**config.mk**
```make
export PLATFORM = sky130hd
export DESIGN_NAME = serial_rx_framer
export DESIGN_NICKNAME = d
export VERILOG_FILES = /design/src/rtl/serial_rx_framer_pkg.sv /design/src/rtl/serial_rx_commit_fifo.sv /design/src/rtl/serial_rx_framer.sv
export SDC_FILE = /design/constraint.sdc
export NUM_CORES = 1
export LEC_CHECK = 0
export CELL_PAD_IN_SITES_DETAIL_PLACEMENT = 0
export CELL_PAD_IN_SITES_GLOBAL_PLACEMENT = 1
export CORE_ASPECT_RATIO = 0.75
export CORE_MARGIN = 5
export CORE_UTILIZATION = 25
export CTS_CLUSTER_DIAMETER = 100
export DETAILED_ROUTE_END_ITERATION = 12
export PLACE_DENSITY = 0.41
export SYNTH_ARGS = -nofsm -noshare
export SYNTH_HDL_FRONTEND = slang
export SYNTH_SLANG_ARGS = --single-unit
```
**constraint.sdc**
```tcl
create_clock -name clk_main_200mhz -period 49 [get_ports clk_main_200mhz]
set_input_delay 4.9 -clock clk_main_200mhz [delete_from_list [all_inputs] [get_ports clk_main_200mhz]]
set_output_delay 4.9 -clock clk_main_200mhz [all_outputs]
set_load 0.005 [all_outputs]
```
**src/rtl/serial_rx_framer_pkg.sv**
```systemverilog
// Shared constants, FSM state type and check-byte accumulator for the serial receive framer.
// Build option SERIAL_RX_FRAMER_CRC8_EN selects CRC-8 (poly 0x07) instead of the XOR check.
package serial_rx_framer_pkg;

  localparam logic [7:0] SOF_BYTE  = 8'hA5;
  localparam logic [7:0] CRC8_POLY = 8'h07;

  typedef enum logic [2:0] {
    ST_IDLE    = 3'd0,
    ST_LEN     = 3'd1,
    ST_PAYLOAD = 3'd2,
    ST_CHECK   = 3'd3,
    ST_DROP    = 3'd4
  } state_e;

  // Folds one byte into the running check value (MSB-first CRC-8 or plain XOR).
  function automatic logic [7:0] check_update(input logic [7:0] acc, input logic [7:0] data);
`ifdef SERIAL_RX_FRAMER_CRC8_EN
    logic [7:0] crc_v;
    crc_v = acc ^ data;
    for (int i = 0; i < 8; i++) begin
      if (crc_v[7]) begin
        crc_v = {crc_v[6:0], 1'b0} ^ CRC8_POLY;
      end else begin
        crc_v = {crc_v[6:0], 1'b0};
      end
    end
    return crc_v;
`else
    return acc ^ data;
`endif
  endfunction

endpackage

```
**src/rtl/serial_rx_commit_fifo.sv**
```systemverilog
// Payload FIFO with a speculative write pointer that is either committed (made visible to
// the reader) or rolled back to the last committed position. Entries are {last, byte}.
module serial_rx_commit_fifo #(
  parameter int DEPTH = 64,
  parameter int AW    = $clog2(DEPTH)
) (
  input  logic          clk,
  input  logic          rst,
  input  logic          wr_en,
  input  logic [8:0]    wr_data,
  input  logic          commit,
  input  logic          rollback,
  input  logic          rd_en,
  output logic [8:0]    rd_data,
  output logic          rd_valid,
  output logic [AW:0]   occupancy
);

  logic [AW:0] wr_spec_r;
  logic [AW:0] wr_cmt_r;
  logic [AW:0] rd_ptr_r;
  logic [8:0]  mem_r [DEPTH];

  // Pointer registers; a rollback outranks a write so a discarded frame can never grow.
  always_ff @(posedge clk or posedge rst) begin
    if (rst) begin
      wr_spec_r <= {(AW+1){1'b0}};
      wr_cmt_r  <= {(AW+1){1'b0}};
      rd_ptr_r  <= {(AW+1){1'b0}};
    end else begin
      if (rollback) begin
        wr_spec_r <= wr_cmt_r;
      end else if (wr_en) begin
        wr_spec_r <= wr_spec_r + 1'b1;
      end else begin
        wr_spec_r <= wr_spec_r;
      end
      if (commit) begin
        wr_cmt_r <= wr_spec_r;
      end else begin
        wr_cmt_r <= wr_cmt_r;
      end
      if (rd_en) begin
        rd_ptr_r <= rd_ptr_r + 1'b1;
      end else begin
        rd_ptr_r <= rd_ptr_r;
      end
    end
  end

  // Storage array, cleared on reset so the read port shows zero before any traffic.
  always_ff @(posedge clk or posedge rst) begin
    if (rst) begin
      for (int i = 0; i < DEPTH; i++) begin
        mem_r[i] <= 9'h000;
      end
    end else if (wr_en && !rollback) begin
      mem_r[wr_spec_r[AW-1:0]] <= wr_data;
    end
  end

  assign rd_data   = mem_r[rd_ptr_r[AW-1:0]];
  assign rd_valid  = (rd_ptr_r != wr_cmt_r);
  assign occupancy = wr_spec_r - rd_ptr_r;

endmodule

```
**src/rtl/serial_rx_framer.sv**
```systemverilog
// Byte-stream receive framer: SOF/LEN/payload/check parsing with commit-or-discard buffering.
// Build option SERIAL_RX_FRAMER_CRC8_EN selects the CRC-8 check (see serial_rx_framer_pkg).
module serial_rx_framer
  import serial_rx_framer_pkg::*;
#(
  parameter int MAX_LEN        = 32,
  parameter int FIFO_DEPTH     = 64,
  parameter int TIMEOUT_CYCLES = 1024
) (
  input  logic        clk_main_200mhz,
  input  logic        reset_sys,
  input  logic [7:0]  rx_data,
  input  logic        rx_valid,
  output logic [7:0]  out_data,
  output logic        out_valid,
  output logic        out_last,
  input  logic        out_ready,
  output logic        frame_ok,
  output logic        err_check,
  output logic        err_len,
  output logic        err_overflow,
  output logic        err_timeout,
  output logic [15:0] frame_count
);

  localparam int             AW        = $clog2(FIFO_DEPTH);
  localparam int             IW        = $clog2(TIMEOUT_CYCLES + 1);
  localparam logic [IW-1:0]  IDLE_LAST = IW'(TIMEOUT_CYCLES - 1);
  localparam logic [7:0]     MAX_LEN_B = 8'(MAX_LEN);
  localparam logic [8:0]     DEPTH_W   = 9'(FIFO_DEPTH);

  state_e         state_r, state_s;
  logic [8:0]     cnt_r, cnt_s;
  logic [7:0]     chk_r, chk_s;
  logic [IW-1:0]  idle_r, idle_s;
  logic [15:0]    frame_count_s;
  logic           ok_s, ec_s, el_s, eo_s, et_s;
  logic           fifo_wr_s, fifo_commit_s, fifo_rollback_s, fifo_rd_s;
  logic [8:0]     fifo_wdata_s, fifo_rdata_s;
  logic [AW:0]    occ_s;
  logic [8:0]     free_s;

  // Space check uses registered pointers only, so a same-cycle read is not credited.
  assign free_s    = DEPTH_W - 9'(occ_s);
  assign fifo_rd_s = out_valid && out_ready;
  assign out_last  = fifo_rdata_s[8];
  assign out_data  = fifo_rdata_s[7:0];

  serial_rx_commit_fifo #(
    .DEPTH (FIFO_DEPTH)
  ) u_fifo (
    .clk       (clk_main_200mhz),
    .rst       (reset_sys),
    .wr_en     (fifo_wr_s),
    .wr_data   (fifo_wdata_s),
    .commit    (fifo_commit_s),
    .rollback  (fifo_rollback_s),
    .rd_en     (fifo_rd_s),
    .rd_data   (fifo_rdata_s),
    .rd_valid  (out_valid),
    .occupancy (occ_s)
  );

  // Next-state, FIFO control and status-pulse decode.
  always_comb begin
    state_s         = state_r;
    cnt_s           = cnt_r;
    chk_s           = chk_r;
    frame_count_s   = frame_count;
    ok_s            = 1'b0;
    ec_s            = 1'b0;
    el_s            = 1'b0;
    eo_s            = 1'b0;
    et_s            = 1'b0;
    fifo_wr_s       = 1'b0;
    fifo_commit_s   = 1'b0;
    fifo_rollback_s = 1'b0;
    fifo_wdata_s    = {1'b0, rx_data};

    if (state_r == ST_IDLE || rx_valid) begin
      idle_s = {IW{1'b0}};
    end else begin
      idle_s = idle_r + 1'b1;
    end

    if (state_r != ST_IDLE && !rx_valid && idle_r == IDLE_LAST) begin
      state_s         = ST_IDLE;
      fifo_rollback_s = 1'b1;
      et_s            = 1'b1;
      idle_s          = {IW{1'b0}};
    end else if (rx_valid) begin
      case (state_r)
        ST_IDLE: begin
          if (rx_data == SOF_BYTE) begin
            state_s = ST_LEN;
          end else begin
            state_s = ST_IDLE;
          end
        end
        ST_LEN: begin
          if (rx_data == 8'h00 || rx_data > MAX_LEN_B) begin
            el_s    = 1'b1;
            state_s = ST_IDLE;
          end else if ({1'b0, rx_data} > free_s) begin
            eo_s    = 1'b1;
            cnt_s   = {1'b0, rx_data} + 9'd1;
            state_s = ST_DROP;
          end else begin
            cnt_s   = {1'b0, rx_data};
            chk_s   = check_update(8'h00, rx_data);
            state_s = ST_PAYLOAD;
          end
        end
        ST_PAYLOAD: begin
          fifo_wr_s    = 1'b1;
          fifo_wdata_s = {(cnt_r == 9'd1), rx_data};
          chk_s        = check_update(chk_r, rx_data);
          cnt_s        = cnt_r - 9'd1;
          if (cnt_r == 9'd1) begin
            state_s = ST_CHECK;
          end else begin
            state_s = ST_PAYLOAD;
          end
        end
        ST_CHECK: begin
          state_s = ST_IDLE;
          if (rx_data == chk_r) begin
            fifo_commit_s = 1'b1;
            ok_s          = 1'b1;
            if (frame_count != 16'hFFFF) begin
              frame_count_s = frame_count + 16'd1;
            end else begin
              frame_count_s = frame_count;
            end
          end else begin
            fifo_rollback_s = 1'b1;
            ec_s            = 1'b1;
          end
        end
        ST_DROP: begin
          cnt_s = cnt_r - 9'd1;
          if (cnt_r == 9'd1) begin
            state_s = ST_IDLE;
          end else begin
            state_s = ST_DROP;
          end
        end
        default: begin
          state_s = ST_IDLE;
        end
      endcase
    end else begin
      state_s = state_r;
    end
  end

  // Framer state, counters, frame counter and registered status pulses.
  always_ff @(posedge clk_main_200mhz or posedge reset_sys) begin
    if (reset_sys) begin
      state_r      <= ST_IDLE;
      cnt_r        <= 9'd0;
      chk_r        <= 8'h00;
      idle_r       <= {IW{1'b0}};
      frame_count  <= 16'h0000;
      frame_ok     <= 1'b0;
      err_check    <= 1'b0;
      err_len      <= 1'b0;
      err_overflow <= 1'b0;
      err_timeout  <= 1'b0;
    end else begin
      state_r      <= state_s;
      cnt_r        <= cnt_s;
      chk_r        <= chk_s;
      idle_r       <= idle_s;
      frame_count  <= frame_count_s;
      frame_ok     <= ok_s;
      err_check    <= ec_s;
      err_len      <= el_s;
      err_overflow <= eo_s;
      err_timeout  <= et_s;
    end
  end

endmodule

```
==> flow_metrics.tcl, run 1 <==
set metrics [dict create \
    yosysSeqAreaShare_pct 53.2 \
    syn_inst 2154 \
    stdcell_area_um2 34900 \
    max_cap_viol_count 0 \
    hold_viol 0 \
    fin_cells 3841 \
    clock_skew_ns 0.0228 \
    max_freq_mhz 95.7 \
    p_total_uw 1390 \
    clock-sinks 649 \
    initial_core_util_pct 25.1 \
    cts_setup_buffers 0 \
    final_common_cell "dfrtp_1" \
    port_buffers 42 \
    r2r-start "u_fifo.rd_ptr_r[2]" \
    first_pass_iters 5 \
    setup_viol 0 \
    insertion_delay_ns 0.66 \
    drc_errors 0 \
    layout_common_cells "dfrtp_1 (646), mux2_2 (478), mux4_2 (189)" \
    grt_pass1_wl_um 142000 \
    grt_setup_unrepaired "false" \
    coreArea_um2 122000 \
    fin_crit_ns 10.45 \
    min_path_cells 2 \
    drtIter0Drc 1311 \
    cts_tree "built" \
    end_kind "output port" \
    grt_pass1_vias 19400 \
    clock-root-buffer "clkbuf_16" \
    routabilityCongestion 0.716 \
    r2r_end "chk_r[7]" \
    path_class "reg -> out" \
    clockBufferDepth 3 \
    avgSynthCellArea_um2 14.2 \
    dp.cells 3710 \
    setup_ws_ns 38.55 \
    grt_busiest_layer "met1" \
    num_rows 111 \
    grt_use_met3_pct 3.19 \
    syn_area_um2 30500 \
    num_vias 18200 \
    grt_max_degree 135 \
    ir_drop_mv 0.0467 \
    cts_made_buffers 73 \
    dieWidth_um 414 \
    postCtsHoldBufs 0 \
    status "finished, final reports clean" \
    dominantRegCellSynth "dfrtp_1" \
    antenna_left 0 \
    die_h_um 313 \
    timing.final.crit_share_pct 21.3 \
    worstPathMaxFanout 44 \
    reg2reg_slack_ns 43.68 \
    synth_seq_cells 649 \
    final_nets 2185 \
    tns_ns 0 \
    slew_headroom_pct 19.8 \
    dp_hpwl_um 57200 \
    drive_gt1_share_pct 39.2 \
    cts_resized 0 \
    place_area_um2 32600 \
    synth_edf_count 0 \
    post_drt_wl_per_cell_um 24.7 \
    tightest_slew_ns 1.20 \
    wl_um 94800 \
    leakage_uw 0.0158 \
    worstPathRequired_ns 44.10 \
    cellPowerDensity_nw_per_um2 39.7 \
    synth_nets 2192 \
    slew_viol_final 0 \
    grtUsageTotal_pct 14.9 \
    overflow 0 \
    min_from "u_fifo.mem_r[466]" \
    place_ws_ns 39.03 \
    startpoint_type "flop" \
    viasPerCell 4.73 \
    arrival_ns 5.55 \
    antenna_found_initial 7 \
    fp.dieArea_um2 129000 \
    cts_max_level 3 \
    hold_class "reg -> reg" \
    ios 43 \
    hold_path_end "u_fifo.mem_r[466]" \
    synth-async-reset-ratio_pct 100 \
    yosysWarnings 0 \
    grt_use_met1_pct 22.7 \
    synth.distinct_cells 67 \
    r2r_cells 16 \
    clkTransAtPathRegs_ns 0.06 \
    synthToLayoutAreaGrowth_pct 14.4 \
    globalRouteMet2Util_pct 21.5 \
]
[area by class of cell]
type,instances,area [um2]
Fill cell,12200,86900
Sequential cell,649,16200
Multi-Input combinational cell,1333,13600
Clock buffer,117,2190
Tap cell,1638,2050
Timing Repair Buffer,71,623
Clock inverter,12,159
Inverter,19,78.8
Antenna cell,2,5.00
[worst max-delay path, stage by stage, from the launching register on]
cell and delay, ns:
dfrtp_4 0.88, buf_4 0.88, buf_4 0.89, mux4_2 0.61
mux4_2 0.53, mux4_2 0.59, clkdlybuf4s50_1 0.49
[power by group]
group | switching [uW] | internal (uW)
sequential | 24.6 | 545
clock | 234 | 318
combinational | 161 | 105
total | 420 | 968
[metal layers]
layer	share of wire [%]	up-vias
met5	0	-
met4	2.1	0
met3	4.4	125
met2	43	309
met1	50	9826
li1	-	7919
[kinds of logic after synthesis]
group / after synthesis / synth area share [%]
flip-flops: 649 / 53.2
AO/OA/AOI/OAI: 185 / 3.52
XOR/XNOR: 54 / 1.55
buffers and inverters: 172 / 2.37
adder cells (fa/ha/maj): 26 / 1.09
multiplexers: 681 / 32.1
AND/OR/NAND/NOR: 387 / 6.18
[flip-flops by register name, indices dropped and copies added (netlist names)]
signal,flops
u_fifo.mem_r,576
frame_count,16
idle_r,11
cnt_r,9
chk_r,8
u_fifo.rd_ptr_r,7
u_fifo.wr_cmt_r,7
u_fifo.wr_spec_r,7
state_r,3
err_check,1
err_len,1
err_overflow,1
err_timeout,1
frame_ok,1
[through the flow]
step,hold slack (ns),util [%]
after floorplan,0.440,-
after global placement,0.456,26.7
after detailed placement,0.467,26.7
after CTS,0.480,28.7
after global routing,0.492,28.7
final,0.477,28.7
[synth_stat cells, types with 8 or more instances]
cell type | count | area (um2)
a21oi_1 | 9 | 45.0
and2_1 | 9 | 56.3
and3_1 | 14 | 87.6
buf_1 | 9 | 33.8
buf_2 | 18 | 90.1
buf_4 | 13 | 97.6
clkbuf_1 | 112 | 420
dfrtp_1 | 649 | 16200
ha_1 | 25 | 313
inv_1 | 17 | 63.8
mux2_1 | 13 | 146
mux2_2 | 478 | 5380
mux4_2 | 189 | 4260
nand2_1 | 179 | 672
nand3_1 | 26 | 130
nand4_1 | 14 | 87.6
nor2_1 | 43 | 161
nor2_2 | 39 | 244
nor2b_1 | 8 | 50.1
nor3_1 | 14 | 70.1
nor3b_1 | 10 | 75.1
o21ai_0 | 122 | 611
xnor2_1 | 40 | 350
xor2_1 | 14 | 123
[how the worst max path moves through the flow]
stage / from / to / slack, ns / cells past startpoint
finish: u_fifo.rd_ptr_r[0] / out_data[0] / 38.55 / 6
global route: u_fifo.rd_ptr_r[0] / out_data[0] / 38.08 / 6
CTS: u_fifo.rd_ptr_r[0] / out_data[0] / 38.30 / 6
detailed placement: u_fifo.rd_ptr_r[0] / out_data[0] / 39.03 / 6
global placement: u_fifo.rd_ptr_r[0] / out_data[0] / 39.04 / 6
floorplan: reset_sys / chk_r[0] / 25.92 / 1
No activity file was read; power rests on OpenSTA's default activity.
==> inputs of run 2 (changes only) <==
--- a/config.mk
+++ b/config.mk
@@ -12,7 +12,7 @@
 export CORE_UTILIZATION = 25
 export CTS_CLUSTER_DIAMETER = 100
 export DETAILED_ROUTE_END_ITERATION = 12
-export PLACE_DENSITY = 0.41
+export PLACE_DENSITY = 0.42
 export SYNTH_ARGS = -nofsm -noshare
 export SYNTH_HDL_FRONTEND = slang
 export SYNTH_SLANG_ARGS = --single-unit
==> constraint.sdc (replaced) <==
create_clock -name clk_main_200mhz -period 9.13 [get_ports clk_main_200mhz]
set_input_delay 0.913 -clock clk_main_200mhz [delete_from_list [all_inputs] [get_ports clk_main_200mhz]]
set_output_delay 0.913 -clock clk_main_200mhz [all_outputs]
set_load 0.005 [all_outputs]
==> run 2 against run 1 <==
  * Power rose to 5.4 times the previous value
  * Largest cell class unchanged
  * Clock skew barely moved
  * Non-clock buffer count did not move
  * Clock power rose to 5.4 times the previous value
  * Critical path type unchanged
  * Via count rose by 0.29%
  * Design area barely moved
  * Combinational power rose to 5.4 times the previous value
==> flow_metrics.tcl, run 2 (synthesis gave the netlist of run 1 again) <==
set metrics [dict create \
    status "finished, final reports clean" \
    postCtsHoldBufs 0 \
    antenna_left 0 \
    drc_errors 0 \
    fin_cells 3839 \
    r2r_end "chk_r[1]" \
    initial_core_util_pct 25.1 \
    slew_viol_final 0 \
    grt_pass1_wl_um 141000 \
    max_cap_viol_count 0 \
    cp.buffers_inverters 2 \
    clock-root-buffer "clkbuf_16" \
    cts_resized 0 \
    cpMaxStageDelayCell "buf_4" \
    coreArea_um2 122000 \
    r2r-start "u_fifo.rd_ptr_r[2]" \
    layout_common_cells "dfrtp_1 (646), mux2_2 (478), mux4_2 (189)" \
    wl_um 95600 \
    fin_crit_ns 5.67 \
    setup_viol 0 \
    cts_max_level 3 \
    share_comb_of_total_power_pct 19.3 \
    tns_ns 0 \
    reg2reg_slack_ns 3.94 \
    drtIter0Drc 1091 \
    place_ws_ns 3.95 \
    clock_skew_ns 0.0225 \
    clockBufferDepth 3 \
    grt_max_degree 162 \
    tightest_slew_ns 1.17 \
    hold_viol 0 \
    viasPerCell 4.75 \
    timing.final.crit_share_pct 62.1 \
    sw_frac_of_total_pct 30.6 \
    hold_path_end "cnt_r[8]" \
    insertion_delay_ns 0.66 \
    critPathTopFamily "multiplexers" \
    critical-path-max-stage-delay_ns 0.97 \
    end_kind "output port" \
    path_class "reg -> out" \
    num_vias 18200 \
    p_switching_uw 2290 \
    leakage_uw 0.0158 \
    max_freq_mhz 176 \
    setup_ws_ns 3.46 \
    cellPowerDensity_nw_per_um2 214 \
    clkPwrFrac_pct 39.7 \
    cts_tree "built" \
    power.internal_uw 5190 \
    clock-sinks 649 \
    final_nets 2183 \
    fp.dieArea_um2 129000 \
    arrival_ns 4.75 \
    multiInputGateArea_um2 13600 \
    cp_common_cell "mux4_2" \
    min_from "cnt_r[8]" \
    worstPathRequired_ns 8.22 \
    n_fill_cell 12300 \
    final_common_cell "dfrtp_1" \
    worstPathMaxFanout 59 \
    min_path_cells 1 \
    die_h_um 313 \
    reg_top3 "u_fifo.mem_r: 576 flops, frame_count: 16 flops, idle_r: 11 flops" \
    startpoint_type "flop" \
    hold_class "reg -> reg" \
    first_pass_iters 5 \
    seqPwrFrac_pct 41.0 \
    dieWidth_um 414 \
    ios 43 \
    r2r_cells 16 \
    slew_headroom_pct 22.2 \
    postLayoutCoreUtil_pct 28.7 \
    cts_made_buffers 71 \
    crit_chain "buf_4, mux4_2, mux4_2, mux4_2, clkdlybuf4s50_1" \
    drive_gt1_share_pct 39.6 \
    routabilityCongestion 0.727 \
    max_flop_register "u_fifo.mem_r" \
    post_drt_wl_per_cell_um 24.9 \
    port_buffers 42 \
    grtUsageTotal_pct 14.9 \
    grt_setup_unrepaired "false" \
    antenna_found_initial 9 \
    grt_pass1_vias 18900 \
    ir_drop_mv 0.236 \
    p_total_uw 7480 \
    overflow 0 \
    largest_register_ffs 576 \
    clkTransAtPathRegs_ns 0.05 \
    dp.cells 3710 \
    dp_hpwl_um 59000 \
    seq_area_um2 16200 \
    cts_setup_buffers 0 \
    num_rows 111 \
    synthToLayoutAreaGrowth_pct 14.5 \
]
run 2: how the worst max path moves through the flow:
stage	cells after the start	endpoint	slack, ns	from
3_5_place_dp	11	cnt_r[4]	3.95	rx_data[1]
6_report	5	out_data[7]	3.46	u_fifo.rd_ptr_r[1]
4_1_cts	5	out_data[0]	3.25	u_fifo.rd_ptr_r[0]
5_1_grt	5	out_data[0]	3.14	u_fifo.rd_ptr_r[0]
3_3_place_gp	15	chk_r[5]	3.91	u_fifo.rd_ptr_r[1]
2_1_floorplan	1	chk_r[0]	-0.65	reset_sys
run 2: metrics by stage:
stage / area [um2] / hold WS [ns]
2_1_floorplan: 30500 / 0.440
3_3_place_gp: 32600 / 0.457
3_5_place_dp: 32600 / 0.468
4_1_cts: 34900 / 0.482
5_1_grt: 34900 / 0.500
6_report: 34900 / 0.476
run 2: final cells by class:
cell class	instances	area share (%)
diodes	1	0.00716
clock buffers	104	5.93
clock inverters	24	0.795
inverters	19	0.215
multi-input cells	1333	38.8
flip-flops and latches	649	46.5
well taps	1638	5.87
repair buffers	71	1.85
run 2: per-layer routing:
layer | routed length [um] | part of all wire [%] | GRT usage [%] | vias to the layer above
met5 | 13 | 0.014 | 0 | -
met4 | 1980 | 2.1 | 3.30 | 2
li1 | - | - | - | 7912
met2 | 40500 | 42 | 21.2 | 323
met1 | 49300 | 52 | 23.3 | 9890
met3 | 3830 | 4.0 | 3.06 | 104
run 2: worst reg2reg max path, stage by stage (launching register included):
cell       delay [ns]
dfrtp_2          0.34
buf_4            0.75
inv_1            0.16
ha_1             0.40
a211oi_1         0.39
o21bai_1         0.13
a211o_1          0.32
and2_1           0.21
xor2_1           0.18
ha_1             0.32
nand4_1          0.11
or4b_2           0.66
o211ai_1         0.20
a22o_1           0.18
o211ai_1         0.31
o21ai_0          0.31
o2bb2ai_1        0.14
run 2: power by group through the flow:
stage               clock, uW  sequential, uW  combinational [uW]
floorplan                   0            3010                1150
global placement            0            3130                1490
detailed placement          0            3130                1490
CTS                      3080            3070                1490
global route             3190            3090                1580
finish                   2970            3070                1440
